<file path="src/rtl/mu0_control.sv">
// MU0 fetch/execute control FSM: sequences the datapath enables, ALU function and memory strobes.
// Optional memory wait-state handshake (Mem_Rdy) enabled by defining MU0_CONTROL_WAIT_EN.
module mu0_control #(
    parameter bit HALT_ON_ILLEGAL = 1'b0
) (
    input  logic       Clk,
    input  logic       Reset,
    input  logic [3:0] F,
    input  logic       N,
    input  logic       Z,
`ifdef MU0_CONTROL_WAIT_EN
    input  logic       Mem_Rdy,
`endif
    output logic       Addr_sel,
    output logic       X_sel,
    output logic       Y_sel,
    output logic [1:0] ALU_fs,
    output logic       PC_En,
    output logic       IR_En,
    output logic       Acc_En,
    output logic       MEM_rd,
    output logic       MEM_wr,
    output logic       Halted
);

    localparam int unsigned ALU_FS_W = 2;

    localparam logic [ALU_FS_W-1:0] ALU_PASS_Y = 2'b00;
    localparam logic [ALU_FS_W-1:0] ALU_ADD    = 2'b01;
    localparam logic [ALU_FS_W-1:0] ALU_INC    = 2'b10;
    localparam logic [ALU_FS_W-1:0] ALU_SUB    = 2'b11;

    typedef enum logic [1:0] {
        FETCH   = 2'b00,
        EXECUTE = 2'b01,
        HALT    = 2'b10
    } state_t;

    typedef enum logic [3:0] {
        OP_LDA = 4'd0,
        OP_STA = 4'd1,
        OP_ADD = 4'd2,
        OP_SUB = 4'd3,
        OP_JMP = 4'd4,
        OP_JGE = 4'd5,
        OP_JNE = 4'd6,
        OP_STP = 4'd7
    } opcode_t;

    state_t state;
    state_t next_state;
    logic   mem_ready;

`ifdef MU0_CONTROL_WAIT_EN
    assign mem_ready = Mem_Rdy;
`else
    assign mem_ready = 1'b1;
`endif

    // State register; synchronous active-low reset.
    always_ff @(posedge Clk) begin
        if (!Reset) begin
            state <= FETCH;
        end else begin
            state <= next_state;
        end
    end

    // Next-state and output decode.
    always_comb begin
        next_state = FETCH;
        Addr_sel   = 1'b0;
        X_sel      = 1'b0;
        Y_sel      = 1'b0;
        ALU_fs     = ALU_PASS_Y;
        PC_En      = 1'b0;
        IR_En      = 1'b0;
        Acc_En     = 1'b0;
        MEM_rd     = 1'b0;
        MEM_wr     = 1'b0;
        Halted     = 1'b0;

        case (state)
            FETCH: begin
                Addr_sel   = 1'b0;
                MEM_rd     = 1'b1;
                X_sel      = 1'b1;
                ALU_fs     = ALU_INC;
                IR_En      = mem_ready;
                PC_En      = mem_ready;
                next_state = mem_ready ? EXECUTE : FETCH;
            end

            EXECUTE: begin
                case (F)
                    OP_LDA: begin
                        Addr_sel   = 1'b1;
                        MEM_rd     = 1'b1;
                        Y_sel      = 1'b0;
                        ALU_fs     = ALU_PASS_Y;
                        Acc_En     = mem_ready;
                        next_state = mem_ready ? FETCH : EXECUTE;
                    end
                    OP_STA: begin
                        Addr_sel   = 1'b1;
                        MEM_wr     = 1'b1;
                        next_state = mem_ready ? FETCH : EXECUTE;
                    end
                    OP_ADD, OP_SUB: begin
                        Addr_sel   = 1'b1;
                        MEM_rd     = 1'b1;
                        X_sel      = 1'b0;
                        Y_sel      = 1'b0;
                        ALU_fs     = (F == OP_ADD) ? ALU_ADD : ALU_SUB;
                        Acc_En     = mem_ready;
                        next_state = mem_ready ? FETCH : EXECUTE;
                    end
                    OP_JMP, OP_JGE, OP_JNE: begin
                        // Branch target is IR[11:0] passed through the ALU; no memory access.
                        Y_sel  = 1'b1;
                        ALU_fs = ALU_PASS_Y;
                        case (F)
                            OP_JGE:  PC_En = ~N;
                            OP_JNE:  PC_En = ~Z;
                            default: PC_En = 1'b1;
                        endcase
                        next_state = FETCH;
                    end
                    OP_STP: begin
                        next_state = HALT;
                    end
                    default: begin
                        next_state = HALT_ON_ILLEGAL ? HALT : FETCH;
                    end
                endcase
            end

            HALT: begin
                Halted     = 1'b1;
                next_state = HALT;
            end

            default: begin
                next_state = FETCH;
            end
        endcase

        // Reset holds every control line inactive regardless of state.
        if (!Reset) begin
            next_state = FETCH;
            Addr_sel   = 1'b0;
            X_sel      = 1'b0;
            Y_sel      = 1'b0;
            ALU_fs     = ALU_PASS_Y;
            PC_En      = 1'b0;
            IR_En      = 1'b0;
            Acc_En     = 1'b0;
            MEM_rd     = 1'b0;
            MEM_wr     = 1'b0;
            Halted     = 1'b0;
        end
    end

endmodule

</file>
<file path="config.mk">
export PLATFORM = sky130hd
export DESIGN_NAME = mu0_control
export DESIGN_NICKNAME = d
export VERILOG_FILES = /design/src/rtl/mu0_control.sv
export SDC_FILE = /design/constraint.sdc
export NUM_CORES = 1
export LEC_CHECK = 0
export CAP_MARGIN = 20
export CELL_PAD_IN_SITES_DETAIL_PLACEMENT = 0
export CELL_PAD_IN_SITES_GLOBAL_PLACEMENT = 1
export CORE_AREA = 4 4 41 43
export DETAILED_ROUTE_END_ITERATION = 10
export DIE_AREA = 0 0 45 47
export GPL_TIMING_DRIVEN = 0
export PLACE_DENSITY_LB_ADDON = 0.25
export RECOVER_POWER = 50
export SETUP_SLACK_MARGIN = 0.02
export SLEW_MARGIN = 10
export SYNTH_ARGS = -nofsm -noshare
export SYNTH_HDL_FRONTEND = slang
export SYNTH_SLANG_ARGS = --single-unit
</file>
<file path="constraint.sdc">
create_clock -name Clk -period 2 [get_ports Clk]
set_input_delay 0.4 -clock Clk [delete_from_list [all_inputs] [get_ports Clk]]
set_output_delay 0.4 -clock Clk [all_outputs]
set_load 0.03 [all_outputs]
</file>
==> results.cfg, run 1 <==
[run_status]
status = finished clean

[cts]
clock_latency_ns = 0.24
cts_root_buffer = clkbuf_4
numCtsBuffers = 3
htreeDepth = 1
postCtsHoldBufs = 0
clkTransAtPathRegs_ns = 0.03
cts_tree = yes
clock_path_buffers = 2
cts.sinks = 2

[cells_and_area]
nFillCells = 151
reg_top3 = state x2
n_antenna_cell = 0
largest_reg_flops = 2
drive_above_1_share_pct = 42.6
area_growth_pct = 109
fin_area_um2 = 394
final_nets = 57
regMostFlops = state

[global_routing]
grt_overflow_total = 0
grt_max_degree = 6
grt_util_all_layers_pct = 8.44
first_global_vias = 252
grt_pass1_wl_mm = 1.15
antenna_found_initial = 0

[setup_path]
crit_path_max_incr_delay_ns = 0.45
crit_chain = clkdlybuf4s50_1 > o31a_1 > nor3b_2 > buf_4
cp.arrival_ns = 1.50
cpMaxStageDelayCell = clkdlybuf4s50_1
path_delay_family = buffers and inverters
reg2reg_from = state[1]$_SDFF_PN0_
cp_max_fo = 3
reg2reg_slack_ns = 0.96
rr_worst_depth = 3
cp-start-kind = primary input
crit_path_start = F[2]
path_class = primary input to output port
reg2reg_to = state[1]$_SDFF_PN0_
worstPathRequired_ns = 1.60
end_kind = output port
path_buf_inv = 2

[timing]
worst_pin_slew_ns = 0.374
setup_slack_ns = 0.104
finClkSkew_ns = 0.00664
slew_headroom_pct = 75.2
setup_viol = 0
rsz0062_at_grt = false
period_needed_ns = 1.90
hold_slack_ns = 0.667
fin_crit_sh_pct = 94.8
slew_viol_final = 0
fmax_ghz = 0.527
finalHoldViolations = 0

[route]
dr.pass1.iters = 3
dr_total_vias = 265
drt_wl_total_um = 730
drtIter0Drc = 1
wl_per_cell_um = 11.8
viasPerCell = 4.27
drc = 0
postRouteAntennaNets = 0

[yosys]
synth_top_cell_by_area = dfxtp_1
synthSimpleGateAreaFrac_pct = 49.7
synth_most_common_cell = nor2_1
netlist_top_cells_area = dfxtp_1 (21%), nand2b_2 (9.3%), and2_1 (6.6%)
synth-edff-count = 0
syn_area_um2 = 189
synth-xor-area-share_pct = 0
yosysUniqueCellTypes = 16
async_flop_share_pct = 0
synth_top_family_by_area = simple AND/OR/NAND/NOR gates
synth_adder_area_share_pct = 0
synth_compound_area_share_pct = 19.2
synth-main-ff-cell = dfxtp_1
yosys.area.top_type_share_pct = 21.2
synthCells = 26
ys_seq_elements = 2
ys_warn_count = 0
syn_area_per_cell_um2 = 7.27
synth_nets = 34
ys_seq_area_share_pct = 21.2
synthMuxAreaShare_pct = 0

[placement]
place_ws_ns = -0.540
hpwl_um = 519
place_congestion = 0.714
io_buffers = 18
place_area_um2 = 388

[floorplanning]
start_util_pct = 14.5
core_area_um2 = 1300
die-height_um = 47
die_w_um = 45
rows = 13
die-area_um2 = 2120
ioPinCount = 19

[power]
power_leakage_uw = 0.000202
ir_drop_uv = 198
power_density_nw_per_um2 = 530

[job]
cap_violations = 0

[min_path]
hp-start = state[1]$_SDFF_PN0_
whs_endpoint = state[0]$_SDFF_PN0_
hold_path_class = register to register
min_path_cells = 2
==> metal layers <==
layer | vias to the layer above | part of all wire [%] | track usage (%)
li1 | 130 | - | -
met1 | 112 | 41 | 8.60
met2 | 19 | 40 | 11.0
met3 | 4 | 17 | 6.90
met4 | 0 | 2.7 | 7.02
met5 | - | 0 | 0
==> placed cells by master (no fill, tap or decap), types with 2 or more instances in the layout <==
| cell | count |
|---|---|
| inv_1 | 2 |
| buf_2 | 2 |
| dlymetal6s2s_1 | 2 |
| clkdlybuf4s50_1 | 3 |
| buf_4 | 4 |
| clkbuf_4 | 3 |
| dlygate4sd2_1 | 2 |
| dfxtp_1 | 2 |
| nor2_1 | 3 |
| nand2_1 | 2 |
| clkbuf_1 | 3 |
==> per-stage QoR <==
step                      total power (µW)  TNS, ns  cells  util, %
after global placement                 120    -4.44     59     29.8
after detailed placement               122    -4.69     59     29.8
after global routing                   225        0     62     30.3
after floorplan                       82.9        0     26        -
final                                  209        0     62     30.3
after CTS                              214        0     62     29.0
==> report_power, final <==
group	internal, µW	total, µW	switching (µW)
Combinational	30.0	70.8	40.8
Sequential	42.1	43.8	1.77
Clock	66.5	94.4	27.9
==> cell families after synthesis <==
group / count (synthesis)
AO/OA/AOI/OAI: 6
buffers and inverters: 4
flip-flops: 2
AND/OR/NAND/NOR: 14
==> cell type report <==
type | count | area [µm²] | share of cell area (%)
buffer | 1 | 7.51 | 1.90
clock buffer | 3 | 22.5 | 5.71
inverter | 3 | 11.3 | 2.86
multi-input combinational | 20 | 145 | 36.8
sequential | 2 | 40.0 | 10.2
tap | 15 | 18.8 | 4.76
timing repair buffer | 18 | 149 | 37.8
==> worst max-delay path by stage <==
| stage | end | slack [ns] | cells after the start |
|---|---|---|---|
| 6_report | ALU_fs[1] | 0.10 | 4 |
| 5_1_grt | ALU_fs[1] | 0.06 | 4 |
| 4_1_cts | ALU_fs[0] | 0.02 | 6 |
| 3_5_place_dp | ALU_fs[1] | -0.54 | 5 |
| 3_3_place_gp | ALU_fs[1] | -0.53 | 5 |
| 2_1_floorplan | Y_sel | 0.34 | 3 |
==> worst min-delay path: cells and delay by family, from the launching register on <==
kind | cells | cell delay [ns]
buffers and inverters | 1 | 0.07
AND/OR/NAND/NOR | 1 | 0.23
flip-flops | 1 | 0.33
==> what timing repair did <==
item                                    CTS  global route
setup buffers                             0             0
endpoints found under the setup margin   11             9
pin swaps                                 1             2
resized for setup                        53            14
Power figures use the tool's default switching activity.
==> run 2: changes to the inputs <==
- CTS_BUF_LIST: not set -> sky130_fd_sc_hd__clkbuf_16
==> run 2 against run 1 <==
Effect of this change:
- combinational power about the same
- via count increased by 1.5%
- die area unchanged
- global-route usage increased by 0.079 points
- sequential share of layout area decreased by 1.2 points
- utilization increased by 4.0 points
- clock-buffer cell count unchanged
- critical path type unchanged
- critical endpoint unchanged
==> results.cfg, run 2 (synthesis gave the netlist of run 1 again) <==
[cells_and_area]
area_growth_pct = 136
reg_top3 = state x2
instances_no_fill = 62
final_nets = 57
n_antenna_cell = 0
layout_commonest_cell = buf_4
regMostFlops = state
drive_above_1_share_pct = 42.6
mostFrequentLayoutCells = buf_4 (4), nor2_1 (3), clkbuf_16 (3), clkdlybuf4s50_1 (3), clkbuf_1 (3)
largest_reg_flops = 2
nFillCells = 146
fin_area_um2 = 447

[cts]
clock_path_buffers = 2
cts_root_buffer = clkbuf_16
htreeDepth = 1
numCtsBuffers = 3
clock_latency_ns = 0.22
clkTransAtPathRegs_ns = 0.03
cts.sinks = 2
postCtsHoldBufs = 0
cts_tree = yes

[global_routing]
antenna_found_initial = 0
grt_pass1_wl_mm = 1.16
grt_overflow_total = 0
grtUsageMet3_pct = 5.75
grt_max_degree = 6
grt.busiest_layer = met2
grt_util_all_layers_pct = 8.52
grtUsageMet1_pct = 8.60
use_met2_pct = 11.3
first_global_vias = 257

[setup_path]
reg2reg_to = state[1]$_SDFF_PN0_
path_class = primary input to output port
cpMaxStageDelayCell = clkdlybuf4s50_1
reg2reg_slack_ns = 0.96
cp.arrival_ns = 1.50
worstPathRequired_ns = 1.60
crit_chain = clkdlybuf4s50_1 > o31a_1 > nor3b_2 > buf_4
crit_path_max_incr_delay_ns = 0.46
end_kind = output port
crit_path_start = F[2]
reg2reg_from = state[1]$_SDFF_PN0_
rr_worst_depth = 3
cp_max_fo = 3
cp-start-kind = primary input

[timing]
rsz0062_at_grt = false
finClkSkew_ns = 0.00321
period_needed_ns = 1.90
slew_viol_final = 0
setup_viol = 0
fmax_ghz = 0.527
slew_headroom_pct = 75.2
finalHoldViolations = 0
fin_crit_sh_pct = 94.9
worst_pin_slew_ns = 0.374

[floorplanning]
rows = 13
core_area_um2 = 1300
ioPinCount = 19
die-area_um2 = 2120
start_util_pct = 14.5
die-height_um = 47
die_w_um = 45

[route]
dr.pass1.iters = 3
drc = 0
dr_total_vias = 269
drt_wl_total_um = 734
postRouteAntennaNets = 0
wl_per_cell_um = 11.8
drtIter0Drc = 1
viasPerCell = 4.34

[power]
internal_power_uw = 326
p_sw_share_pct = 21.2
sequentialPowerShare_pct = 10.5
combPwrFrac_pct = 17.1
power_density_nw_per_um2 = 927
power_leakage_uw = 0.000224
power_frac_clock_pct = 72.3
net-switching-power_uw = 87.8
ir_drop_uv = 433

[placement]
hpwl_um = 519
place_area_um2 = 388
dp.cells = 59
io_buffers = 18
place_congestion = 0.714

[min_path]
whs_endpoint = state[0]$_SDFF_PN0_
hp-start = state[0]$_SDFF_PN0_
hold_path_class = register to register
min_path_cells = 3

[run_status]
status = finished clean

[job]
cap_violations = 0
==> run 2: worst max-delay path by stage <==
stage	to	slack (ns)	cells past startpoint
after floorplan	Y_sel	0.34	3
after global placement	ALU_fs[1]	-0.53	5
after detailed placement	ALU_fs[1]	-0.54	5
after CTS	ALU_fs[0]	0.02	6
after global routing	ALU_fs[1]	0.06	4
final	ALU_fs[1]	0.10	4
==> run 2: cell type report <==
| class | count | area, µm² | area share, % |
|---|---|---|---|
| repair buffers | 18 | 149 | 33.3 |
| multi-input cells | 20 | 145 | 32.5 |
| clock buffers | 3 | 75.1 | 16.8 |
| flip-flops and latches | 2 | 40.0 | 8.96 |
| well taps | 15 | 18.8 | 4.20 |
| inverters | 3 | 11.3 | 2.52 |
| plain buffers | 1 | 7.51 | 1.68 |
==> run 2: metal layers <==
layer | wire length [µm] | part of all wire, % | up-vias
met3 | 129 | 18 | 4
met2 | 288 | 39 | 19
met1 | 295 | 40 | 117
met4 | 21 | 2.9 | 0
met5 | 0 | 0 | -
li1 | - | - | 129
==> run 2: power by group through the flow <==
stage / Sequential [µW] / Combinational, µW / Clock, µW
floorplan: 43.5 / 39.4 / 0
global placement: 43.8 / 76.7 / 0
detailed placement: 43.9 / 77.8 / 0
CTS: 43.7 / 71.0 / 308
global route: 44.0 / 76.6 / 315
finish: 43.6 / 71.0 / 300
==> run 2: through the flow <==
step,hold WS [ns],utilization [%],setup slack [ns],TNS (ns),power (µW)
3_3_place_gp,0.588,29.8,-0.530,-4.44,120
3_5_place_dp,0.602,29.8,-0.540,-4.69,122
4_1_cts,0.608,33.1,0.0218,0,422
5_1_grt,0.688,34.3,0.0570,0,435
2_1_floorplan,0.532,-,0.343,0,82.9
6_report,0.622,34.3,0.102,0,414
==> run 2: worst max-delay path, delay by kind of cell <==
kind | cells | cell delay [ns]
buffers and inverters | 2 | 0.64
AO/OA/AOI/OAI | 1 | 0.30
AND/OR/NAND/NOR | 1 | 0.16
==> run 2: repair_timing <==
item	4_1_cts	5_1_grt
setup endpoints to repair	11	9
resized for setup	53	14
pin swaps	1	2
setup buffers	0	0
==> run 3: changes to the inputs <==
- GPL_TIMING_DRIVEN: 0 -> not set
- PLACE_DENSITY_LB_ADDON: 0.25 -> 0.15
- SLEW_MARGIN: 10 -> not set
==> run 3 against run 2 <==
Effect of this change:
- register-to-register slack improved by 0.04 ns
- cell area is 6.7% higher
- sequential share of layout area fell by 0.56 points
- combinational power up 6.3%
- hold slack lost 0.12 ns
- die area unchanged
- via count decreased by 8.6%
- critical path depth unchanged
- critical path type is now register to output port
==> results.cfg, run 3 (synthesis gave the netlist of run 1 again) <==
[floorplanning]
core_area_um2 = 1300
rows = 13
die-height_um = 47
die_w_um = 45
start_util_pct = 14.5
ioPinCount = 19
die-area_um2 = 2120

[route]
viasPerCell = 3.90
wl_per_cell_um = 10.5
dr.pass1.iters = 2
postRouteAntennaNets = 0
dr_total_vias = 246
drc = 0
drt_wl_total_um = 663
drtIter0Drc = 7

[timing]
finClkSkew_ns = 0.00203
worst_pin_slew_ns = 0.371
fmax_ghz = 0.573
slew_viol_final = 0
period_needed_ns = 1.74
setup-tns-final_ns = 0
slew_headroom_pct = 75.4
fin_crit_sh_pct = 87.2
finalHoldViolations = 0
setup_slack_ns = 0.255
rsz0062_at_grt = false
setup_viol = 0

[setup_path]
end_kind = output port
worstPathRequired_ns = 1.60
cp.arrival_ns = 1.34
cp-start-kind = register
path_class = register to output port
cp_max_fo = 4
reg2reg_slack_ns = 1.00

[placement]
place_area_um2 = 368
place_ws_ns = 0.0443
io_buffers = 18
place_congestion = 0.620

[run_status]
status = finished clean

[cts]
cts.sinks = 2
cts_setup_buffers = 0
htreeDepth = 1
cts_root_buffer = clkbuf_16
clkTransAtPathRegs_ns = 0.03
cts_resized = 0
cts_tree = yes
clock_latency_ns = 0.22
clock_path_buffers = 2
postCtsHoldBufs = 0
numCtsBuffers = 3

[power]
power_density_nw_per_um2 = 875
power_leakage_uw = 0.000260
ir_drop_uv = 792

[global_routing]
antenna_found_initial = 0
grt_overflow_total = 0
grt_util_all_layers_pct = 6.15
grt_pass1_wl_um = 903
grt_max_degree = 5
first_global_vias = 230

[cells_and_area]
mostFrequentLayoutCells = buf_4 (6), dlymetal6s2s_1 (5), clkbuf_1 (4)
fin_area_um2 = 477
nFillCells = 156
final_nets = 58
layout_commonest_cell = buf_4
largest_reg_flops = 2
area_growth_pct = 152
reg_top3 = state x2
utilization_pct = 36.6
n_antenna_cell = 0
regMostFlops = state
drive_above_1_share_pct = 47.9

[job]
cap_violations = 0

[min_path]
hold_path_class = primary input to register
[run 3: per-stage QoR]
| step | power [µW] | hold slack (ns) | std cells |
|---|---|---|---|
| 2_1_floorplan | 82.9 | 0.532 | 26 |
| 3_3_place_gp | 118 | 0.596 | 60 |
| 3_5_place_dp | 118 | 0.608 | 60 |
| 4_1_cts | 420 | 0.614 | 63 |
| 5_1_grt | 435 | 0.521 | 63 |
| 6_report | 417 | 0.501 | 63 |
[run 3: layout make-up]
type,count,area (µm²),area share (%)
multi-input combinational,20,153,32.0
sequential,2,40.0,8.40
clock buffer,3,75.1,15.7
inverter,3,13.8,2.89
timing repair buffer,20,176,37.0
tap,15,18.8,3.94
[run 3: critical path, cell delays in order, from the launching register on]
cell	delay [ns]
dfxtp_1	0.32
and4bb_1	0.36
nand2b_4	0.08
inv_4	0.06
clkbuf_1	0.30
[run 3: power breakdown]
part | internal, µW | total [µW] | switching (µW)
registers | 42.1 | 43.6 | 1.52
clock network | 254 | 298 | 43.6
logic | 33.9 | 75.5 | 41.6
[run 3: worst paths after layout]
check,start,endpoint,depth (start not counted)
min reg2reg,state[0]$_SDFF_PN0_,state[0]$_SDFF_PN0_,3
max,state[1]$_SDFF_PN0_,Addr_sel,4
max reg2reg,state[1]$_SDFF_PN0_,state[1]$_SDFF_PN0_,3
min,F[1],state[1]$_SDFF_PN0_,3
[run 3: routing by layer]
layer	vias to the layer above	wire, µm	share of wire, %	track usage [%]
met2	8	346	52	8.19
met4	0	0	0	5.26
met1	107	270	41	7.67
met3	0	46	6.9	2.30
met5	-	0	0	0
li1	131	-	-	-
